==> src/rtl/mram_read_pts_pkg.sv <==
// rtl/mram_read_pts_pkg.sv - shared types and constants for the MRAM read return serializer
package mram_read_pts_pkg;

    localparam int DATA_W   = 16;
    localparam int BYTE_LEN = 8;
    localparam int WORD_LEN = 16;

    typedef enum logic [1:0] {
        IDLE  = 2'd0,
        ARMED = 2'd1,
        SHIFT = 2'd2,
        PAR   = 2'd3
    } pts_state_e;

    typedef enum logic [1:0] {
        FULL  = 2'd0,
        LOWER = 2'd1,
        UPPER = 2'd2,
        NONE  = 2'd3
    } byte_mode_e;

    // Byte enables are active low; both high means nothing to return.
    function automatic byte_mode_e decode_mode(input logic lower_n, input logic upper_n);
        case ({upper_n, lower_n})
            2'b00:   return FULL;
            2'b10:   return LOWER;
            2'b01:   return UPPER;
            default: return NONE;
        endcase
    endfunction

endpackage

==> src/rtl/mram_read_pts_if.sv <==
// rtl/mram_read_pts_if.sv - controller/data-pin side and serial return side of the read serializer
interface mram_read_pts_if #(
    parameter int DATA_W = 16,
    parameter int CNT_W  = 5
);
    logic              load;
    logic              en;
    logic              send;
    logic              lower_byte_en_n;
    logic              upper_byte_en_n;
    logic [DATA_W-1:0] mram_dq;
    logic              serial_out;
    logic              serial_valid;
    logic              busy;
    logic              done;
    logic [CNT_W-1:0]  bit_cnt;

    modport master (
        output load, en, send, lower_byte_en_n, upper_byte_en_n, mram_dq,
        input  serial_out, serial_valid, busy, done, bit_cnt
    );

    modport slave (
        input  load, en, send, lower_byte_en_n, upper_byte_en_n, mram_dq,
        output serial_out, serial_valid, busy, done, bit_cnt
    );
endinterface

==> src/rtl/mram_read_pts.sv <==
// rtl/mram_read_pts.sv - MRAM read data parallel-to-serial return path; MRAM_PTS_PARITY_EN adds a trailing parity bit
module mram_read_pts
    import mram_read_pts_pkg::*;
#(
    parameter int DATA_W = 16,
    parameter int CNT_W  = 5
) (
    input  logic           clk,
    input  logic           rst,
    mram_read_pts_if.slave bus
);

`ifdef MRAM_PTS_PARITY_EN
    localparam logic       PAR_EN         = 1'b1;
    localparam pts_state_e LAST_DATA_NEXT = PAR;
`else
    localparam logic       PAR_EN         = 1'b0;
    localparam pts_state_e LAST_DATA_NEXT = IDLE;
`endif

    pts_state_e        state_q, state_d;
    logic [DATA_W-1:0] shift_q, shift_d;
    logic [CNT_W-1:0]  len_q, len_d;
    logic [CNT_W-1:0]  cnt_q, cnt_d;
    logic              sout_q, sout_d;
    logic              valid_q, valid_d;
    logic              busy_q, busy_d;
    logic              done_q, done_d;
`ifdef MRAM_PTS_PARITY_EN
    logic              par_q, par_d;
`endif

    byte_mode_e        mode;
    logic              do_load;
    logic              do_step;
    logic              last_bit;
    logic [DATA_W-1:0] capture;
    logic [CNT_W-1:0]  cap_len;

    always_comb begin
        mode     = decode_mode(bus.lower_byte_en_n, bus.upper_byte_en_n);
        do_load  = bus.load && (mode != NONE);
        do_step  = bus.en && bus.send;
        last_bit = (cnt_q + 1'b1) == len_q;
        capture  = '0;
        cap_len  = '0;
        // Selected lane is left-justified so the shifter always drains from bit DATA_W-1.
        case (mode)
            FULL: begin
                capture = bus.mram_dq;
                cap_len = CNT_W'(WORD_LEN);
            end
            LOWER: begin
                capture = {bus.mram_dq[BYTE_LEN-1:0], {BYTE_LEN{1'b0}}};
                cap_len = CNT_W'(BYTE_LEN);
            end
            UPPER: begin
                capture = {bus.mram_dq[DATA_W-1:BYTE_LEN], {BYTE_LEN{1'b0}}};
                cap_len = CNT_W'(BYTE_LEN);
            end
            default: ;
        endcase
    end

    always_ff @(posedge clk or posedge rst) begin
        if (rst) begin
            state_q <= IDLE;
            shift_q <= '0;
            len_q   <= '0;
            cnt_q   <= '0;
            sout_q  <= 1'b0;
            valid_q <= 1'b0;
            busy_q  <= 1'b0;
            done_q  <= 1'b0;
`ifdef MRAM_PTS_PARITY_EN
            par_q   <= 1'b0;
`endif
        end else begin
            state_q <= state_d;
            shift_q <= shift_d;
            len_q   <= len_d;
            cnt_q   <= cnt_d;
            sout_q  <= sout_d;
            valid_q <= valid_d;
            busy_q  <= busy_d;
            done_q  <= done_d;
`ifdef MRAM_PTS_PARITY_EN
            par_q   <= par_d;
`endif
        end
    end

    always_comb begin
        state_d = state_q;
        if (do_load) begin
            state_d = ARMED;
        end else begin
            case (state_q)
                ARMED, SHIFT: if (do_step) state_d = last_bit ? LAST_DATA_NEXT : SHIFT;
`ifdef MRAM_PTS_PARITY_EN
                PAR:          if (do_step) state_d = IDLE;
`endif
                default: ;
            endcase
        end
    end

    always_comb begin
        shift_d = shift_q;
        len_d   = len_q;
        cnt_d   = cnt_q;
        sout_d  = sout_q;
        valid_d = 1'b0;
        busy_d  = busy_q;
        done_d  = 1'b0;
`ifdef MRAM_PTS_PARITY_EN
        par_d   = par_q;
`endif
        if (do_load) begin
            shift_d = capture;
            len_d   = cap_len;
            cnt_d   = '0;
            busy_d  = 1'b1;
`ifdef MRAM_PTS_PARITY_EN
            par_d   = ^capture;
`endif
        end else if (do_step) begin
            case (state_q)
                ARMED, SHIFT: begin
                    sout_d  = shift_q[DATA_W-1];
                    shift_d = {shift_q[DATA_W-2:0], 1'b0};
                    cnt_d   = cnt_q + 1'b1;
                    valid_d = 1'b1;
                    if (last_bit && !PAR_EN) begin
                        done_d = 1'b1;
                        busy_d = 1'b0;
                    end
                end
`ifdef MRAM_PTS_PARITY_EN
                PAR: begin
                    sout_d  = par_q;
                    cnt_d   = cnt_q + 1'b1;
                    valid_d = 1'b1;
                    done_d  = 1'b1;
                    busy_d  = 1'b0;
                end
`endif
                default: ;
            endcase
        end
    end

    assign bus.serial_out   = sout_q;
    assign bus.serial_valid = valid_q;
    assign bus.busy         = busy_q;
    assign bus.done         = done_q;
    assign bus.bit_cnt      = cnt_q;

endmodule

==> src/flat_wrapper.sv <==
// flat-port wrapper written by rule: the top's interface ports become plain ports
module mram_read_pts_flat import mram_read_pts_pkg::*;
#(
    parameter int DATA_W = 16,
    parameter int CNT_W  = 5
)
  (clk, rst, bus_load, bus_en, bus_send, bus_lower_byte_en_n, bus_upper_byte_en_n, bus_mram_dq, bus_serial_out, bus_serial_valid, bus_busy, bus_done, bus_bit_cnt);
  mram_read_pts_if #(.DATA_W(DATA_W), .CNT_W(CNT_W)) bus_i ();
  input  logic clk;
  input  logic rst;
  input wire logic [$bits(bus_i.load)-1:0] bus_load;
  input wire logic [$bits(bus_i.en)-1:0] bus_en;
  input wire logic [$bits(bus_i.send)-1:0] bus_send;
  input wire logic [$bits(bus_i.lower_byte_en_n)-1:0] bus_lower_byte_en_n;
  input wire logic [$bits(bus_i.upper_byte_en_n)-1:0] bus_upper_byte_en_n;
  input wire logic [$bits(bus_i.mram_dq)-1:0] bus_mram_dq;
  output wire logic [$bits(bus_i.serial_out)-1:0] bus_serial_out;
  output wire logic [$bits(bus_i.serial_valid)-1:0] bus_serial_valid;
  output wire logic [$bits(bus_i.busy)-1:0] bus_busy;
  output wire logic [$bits(bus_i.done)-1:0] bus_done;
  output wire logic [$bits(bus_i.bit_cnt)-1:0] bus_bit_cnt;
  assign bus_i.load = bus_load;
  assign bus_i.en = bus_en;
  assign bus_i.send = bus_send;
  assign bus_i.lower_byte_en_n = bus_lower_byte_en_n;
  assign bus_i.upper_byte_en_n = bus_upper_byte_en_n;
  assign bus_i.mram_dq = bus_mram_dq;
  assign bus_serial_out = bus_i.serial_out;
  assign bus_serial_valid = bus_i.serial_valid;
  assign bus_busy = bus_i.busy;
  assign bus_done = bus_i.done;
  assign bus_bit_cnt = bus_i.bit_cnt;
  mram_read_pts #(.DATA_W(DATA_W), .CNT_W(CNT_W)) u_core (.clk(clk), .rst(rst), .bus(bus_i));
endmodule
==> config.mk <==
export PLATFORM = sky130hd
export DESIGN_NAME = mram_read_pts_flat
export DESIGN_NICKNAME = d
export VERILOG_FILES = /design/src/rtl/mram_read_pts_pkg.sv /design/src/rtl/mram_read_pts_if.sv /design/src/rtl/mram_read_pts.sv /design/src/flat_wrapper.sv
export SDC_FILE = /design/constraint.sdc
export NUM_CORES = 1
export LEC_CHECK = 0
export CAP_MARGIN = 20
export CORE_ASPECT_RATIO = 1.5
export CORE_MARGIN = 3
export CORE_UTILIZATION = 40
export CTS_CLUSTER_SIZE = 12
export DETAILED_ROUTE_END_ITERATION = 12
export GPL_ROUTABILITY_DRIVEN = 0
export PLACE_DENSITY = 0.65
export REMOVE_ABC_BUFFERS = 1
export SLEW_MARGIN = 20
export SYNTH_ARGS = -nofsm -noshare
export SYNTH_HDL_FRONTEND = slang
export SYNTH_SLANG_ARGS = --single-unit
==> constraint.sdc <==
create_clock -name clk -period 1.82 [get_ports clk]
set_clock_uncertainty 0.05 [all_clocks]
set_input_delay 0.182 -clock clk [delete_from_list [all_inputs] [get_ports clk]]
set_output_delay 0.182 -clock clk [all_outputs]
set_load 0.02 [all_outputs]
### Yosys cells after proc, flatten, opt, wreduce, memory -nomap -nowiden

Index checks and enable logic that the tools add are counted.

| cells by class | value |
|---|---|
| reductions and logical operators | 12 |
| muxes and demuxes | 24 |
| add/sub/neg operators | 1 |
| equal/unequal tests | 8 |
| bitwise operators | 1 |

Operators with widths:

| kind | count |
|---|---|
| $mux W16 | 3 |
| $pmux W16 S3 | 1 |
| $mux W5 | 3 |
| $mux W1 | 11 |
| $pmux W5 S2 | 1 |
| $mux W2 | 4 |
| $eq A2 B1 Y1 const B | 3 |
| $eq A2 B2 Y1 const B | 3 |
| $pmux W2 S3 | 1 |
| $reduce_and A3 Y1 | 2 |
| $reduce_bool A2 Y1 | 3 |
| $add A5 B1 Y5 const B | 1 |
| $eq A5 B5 Y1 | 1 |
| $logic_not A2 Y1 | 2 |
| $reduce_or A2 Y1 | 2 |
| $logic_and A1 B1 Y1 | 2 |
| $ne A2 B2 Y1 const B | 1 |
| $reduce_and A2 Y1 | 1 |
| $not A1 Y1 | 1 |

| word-level totals | value |
|---|---|
| register bits after elaboration | 32 |
| input bits | 23 |
| output and inout port bits | 9 |
| logic and storage cells | 54 |

### Depth between registers and ports, before layout

| depth | value |
|---|---|
| depth after elaboration | 6 |
| depth in mapped cells | 7 |
| mapped depth without buffers | 5 |

### Least setup slack after synthesis

No wires, ideal clock.

| path | value |
|---|---|
| kind | input-to-reg |
| start point | input bus_upper_byte_en_n |
| end point | register u_core.shift_q[15] |
| library setup time | 0.141 ns |
| stages | 7 |
| path buffers | 2 |
| data arrival time | 1.351 ns |
| slack | 0.278 ns |
| cell sequence | inv_1 ha_1 clkbuf_1 or2_2 clkbuf_1 a221oi_1 a31oi_1 |

| on the way | value |
|---|---|
| word-level cells in the longest chain between the ends | 6 |
| elaborated cells between the ends (all ways) | 14 |

Ends and longest elaborated chain:

| element | line | text |
|---|---|---|
| start, declared | flat_wrapper.sv:15 | `input wire logic [$bits(bus_i.upper_byte_en_n)-1:0] bus_upper_byte_en_n;` |
| $eq A2 B1 Y1, or another cell as far along | mram_read_pts_pkg.sv:24 | `case ({upper_n, lower_n})` |
| $pmux W2 S3 * | mram_read_pts_pkg.sv:24 |  |
| $ne A2 B2 Y1 | mram_read_pts.sv:42 | `do_load = bus.load && (mode != NONE);` |
| $logic_and A1 B1 Y1 | mram_read_pts.sv:42 |  |
| $reduce_bool A2 Y1 (no source line) | - |  |
| $reduce_and A2 Y1 (no source line) | - |  |
| end signal, assigned | mram_read_pts.sv:80 | `shift_q <= shift_d;` |
| end, declared | mram_read_pts.sv:22 | `logic [DATA_W-1:0] shift_q, shift_d;` |

Mark *: on every way between the ends. The rest lies on a longest branch, timed or not.
A chain may end at the register's enable or synchronous reset.

### Final worst setup path

| path | value |
|---|---|
| start point | input bus_upper_byte_en_n |
| end point | register u_core.shift_q[11] |

The elaborated chain is that of the path after synthesis.

==> impl_metrics.tcl <==
set metrics [dict create \
    power_frac_comb_pct 23.3 \
    synth_top_family_by_area "compound AO/OA/AOI/OAI gates" \
    port_buffers 31 \
    final_common_cell "clkdlybuf4s50_1" \
    timing.fmax_mhz 617.6 \
    die_h_um 81.57 \
    avgSynthCellArea_um2 9.399 \
    status "complete, no violations" \
    yosys-top-cells-area "dfrtp_1 (48%), a31oi_1 (6.6%), o21ai_0 (6.6%)" \
    leakagePower_nw 0.8437 \
    hold_ws_ns 0.2191 \
    yosys.area_share.simple_pct 13.64 \
    grt_pass1_vias 1354 \
    syn_area_um2 1523 \
    rsz0062_at_grt "false" \
    synthMuxAreaShare_pct 1.397 \
    regToRegSetupSlack_ns 0.29 \
    fin_nets 228 \
    drv_cap 0 \
    p_int_mw 1.261 \
    slew_violations 0 \
    final_cell_mix "clkdlybuf4s50_1 (31), dfrtp_1 (29), o21ai_0 (20)" \
    power_density_nw_per_um2 866.8 \
    io_pins 32 \
    cp.arrival_ns 1.73 \
    area_growth_pct 34.59 \
    cts_setup_buffers 0 \
    relSlewSlack_pct 72.03 \
    synth_compound_area_share_pct 23.17 \
    grt_max_degree 38 \
    pwr-share-seq_pct 43.8 \
    cts_tree "built" \
    end_kind "flop" \
    yosysSeqAreaShare_pct 47.66 \
    start_util_pct 42.94 \
    fin_crit_ns 1.619 \
    startpoint "bus_upper_byte_en_n" \
    cts_sinks 29 \
    post_drt_wl_per_cell_um 15.37 \
    path_cells "clkdlybuf4s50_1 > inv_1 > ha_1 > or2_2 > a221oi_1 > a31oi_1" \
    r2r-end "u_core.bus.bit_cnt[2]$_DFFE_PP0P_" \
    worstPathMaxFanout 8 \
    final_util_pct 57.80 \
    grt_overflow 0 \
    syn-instance-count 162 \
    final_antenna_net_count 0 \
    crit-reg2reg-launch "u_core.state_q[0]$_DFFE_PP0P_" \
    r2r_cells 4 \
    via_per_inst 5.698 \
    grt_pass1_wl_um 6147 \
    drt_iter0_markers 41 \
    antenna_found_initial 0 \
    dieArea_um2 4598 \
    tightest_slew_ns 0.4185 \
    ys_warn_count 0 \
    cts_resized 0 \
    synth_seq_cells 29 \
    hold_buffers 0 \
    place_area_um2 1941 \
    critPathTopFamily "buffers and inverters" \
    yosysTopAreaCell "dfrtp_1" \
    clkLatencyLatePin_ns 0.28 \
    p_clk_share_pct 33.0 \
    fp.dieW_um 56.38 \
    synthXorXnorAreaFrac_pct 3.862 \
    critPathKind "in2reg" \
    vdd_drop_max_uv 511.6 \
    hold_path.class "in2async" \
    drcViolationCount 0 \
    wl_um 3719 \
    critPathLaunchType "input port" \
    drt_first_pass_iters 4 \
    switching_share_pct 28.99 \
    critPathMaxStageDelay_ns 0.51 \
    num_vias 1379 \
    fin_area_um2 2049 \
    slowest_stage "clkdlybuf4s50_1" \
    cts_root_buffer "clkbuf_8" \
    cts.htree.levels 2 \
    p_switching_mw 0.5149 \
    std_cell_rows 26 \
    clk_pin_slew_worst_paths_ns 0.06 \
    worst-path-buf-inv 2 \
    antenna_cells 0 \
    setup_viol 0 \
    post-dp-hpwl_um 2564 \
    worst_ep_required_time_ns 1.93 \
    hold_violations 0 \
    grt_usage_pct 17.42 \
    cts_buffers 5 \
    clk_path_buf_depth 2 \
    core_region_area_um2 3546 \
    synth_top_area_share_pct 47.66 \
    synthAdderAreaFrac_pct 4.930 \
    ys_types 30 \
    final_layout_size_suffix_gt1_share_pct 12.50 \
    post-route-period-util_pct 88.96 \
]
[stage by stage]
step	power, mW	cells	setup TNS (ns)	worst slack [ns]
floorplan	0.9956	147	-0.04072	-0.04072
global placement	1.186	234	-0.1841	-0.04471
detailed placement	1.197	234	-0.6522	-0.09990
CTS	1.790	242	0	0.1760
global route	1.880	242	0	0.04810
finish	1.776	242	0	0.2008
[cell type report]
cell class | instances | area [um2]
clock inverters | 1 | 5.005
multi-input cells | 113 | 723.2
well taps | 42 | 52.55
fillers | 321 | 1496
repair buffers | 45 | 427.9
clock buffers | 7 | 96.34
inverters | 5 | 18.77
flip-flops and latches | 29 | 725.7
[how the worst max path moves through the flow]
| stage | endpoint | cells past startpoint | slack [ns] |
|---|---|---|---|
| after detailed placement | u_core.shift_q[15]$_DFFE_PP0P_ | 6 | -0.1 |
| final | u_core.shift_q[11]$_DFFE_PP0P_ | 6 | 0.20 |
| after global routing | u_core.shift_q[15]$_DFFE_PP0P_ | 6 | 0.05 |
| after CTS | u_core.shift_q[14]$_DFFE_PP0P_ | 4 | 0.18 |
| after floorplan | u_core.bus.serial_out$_DFFE_PP0P_ | 3 | -0.04 |
| after global placement | u_core.shift_q[15]$_DFFE_PP0P_ | 6 | -0.04 |
[power by group through the flow]
| stage | combinational (mW) | clock [mW] | sequential, mW |
|---|---|---|---|
| final | 0.413 | 0.586 | 0.777 |
| after floorplan | 0.202 | 0 | 0.794 |
| after detailed placement | 0.410 | 0 | 0.787 |
| after global placement | 0.404 | 0 | 0.782 |
| after CTS | 0.413 | 0.602 | 0.776 |
| after global routing | 0.459 | 0.634 | 0.786 |
[registers in the layout, indices dropped and copies added (netlist names)]
register,cells
u_core.shift_q,16
u_core.bus.bit_cnt,5
u_core.len_q,2
u_core.state_q,2
u_core.bus.busy,1
u_core.bus.done,1
u_core.bus.serial_out,1
u_core.bus.serial_valid,1
[logic make-up (layout without fill, tap and decap cells)]
family / after synthesis / in the layout
fa+ha+maj: 6 / 6
flops: 29 / 29
compound gates: 59 / 59
xor+xnor: 5 / 5
simple gates: 41 / 41
mux: 2 / 2
buf+inv: 20 / 58
[metal layers]
metal	global-route usage [%]	wire, um
met1	20.86	1532
met2	28.57	1964
met3	4.874	149
met4	9.026	72
met5	0	0
[worst min-delay path: cells and delay by family]
kind     cells  cell delay (ns)
buf+inv      3             0.78
[Yosys cell counts]
cell       n
a31oi_1   16
o21ai_0   20
a211oi_1   1
nor4_1     2
ha_1       6
nand3_1   18
nor2_1     1
clkbuf_2   2
nand2_1   10
mux2i_1    1
xnor2_1    3
o31ai_1    2
inv_1      5
nor2b_1    1
and2_1     1
and3_1     1
a21oi_1   12
xor2_1     1
dfrtp_1   29
or2_2      1
nor3_1     1
xor3_1     1
or4_1      2
clkbuf_1  10
nand2b_1   2
mux2_2     1
a221oi_1   8
or3_1      1
buf_1      2
buf_4      1
No activity file was read; power rests on OpenSTA's default activity.
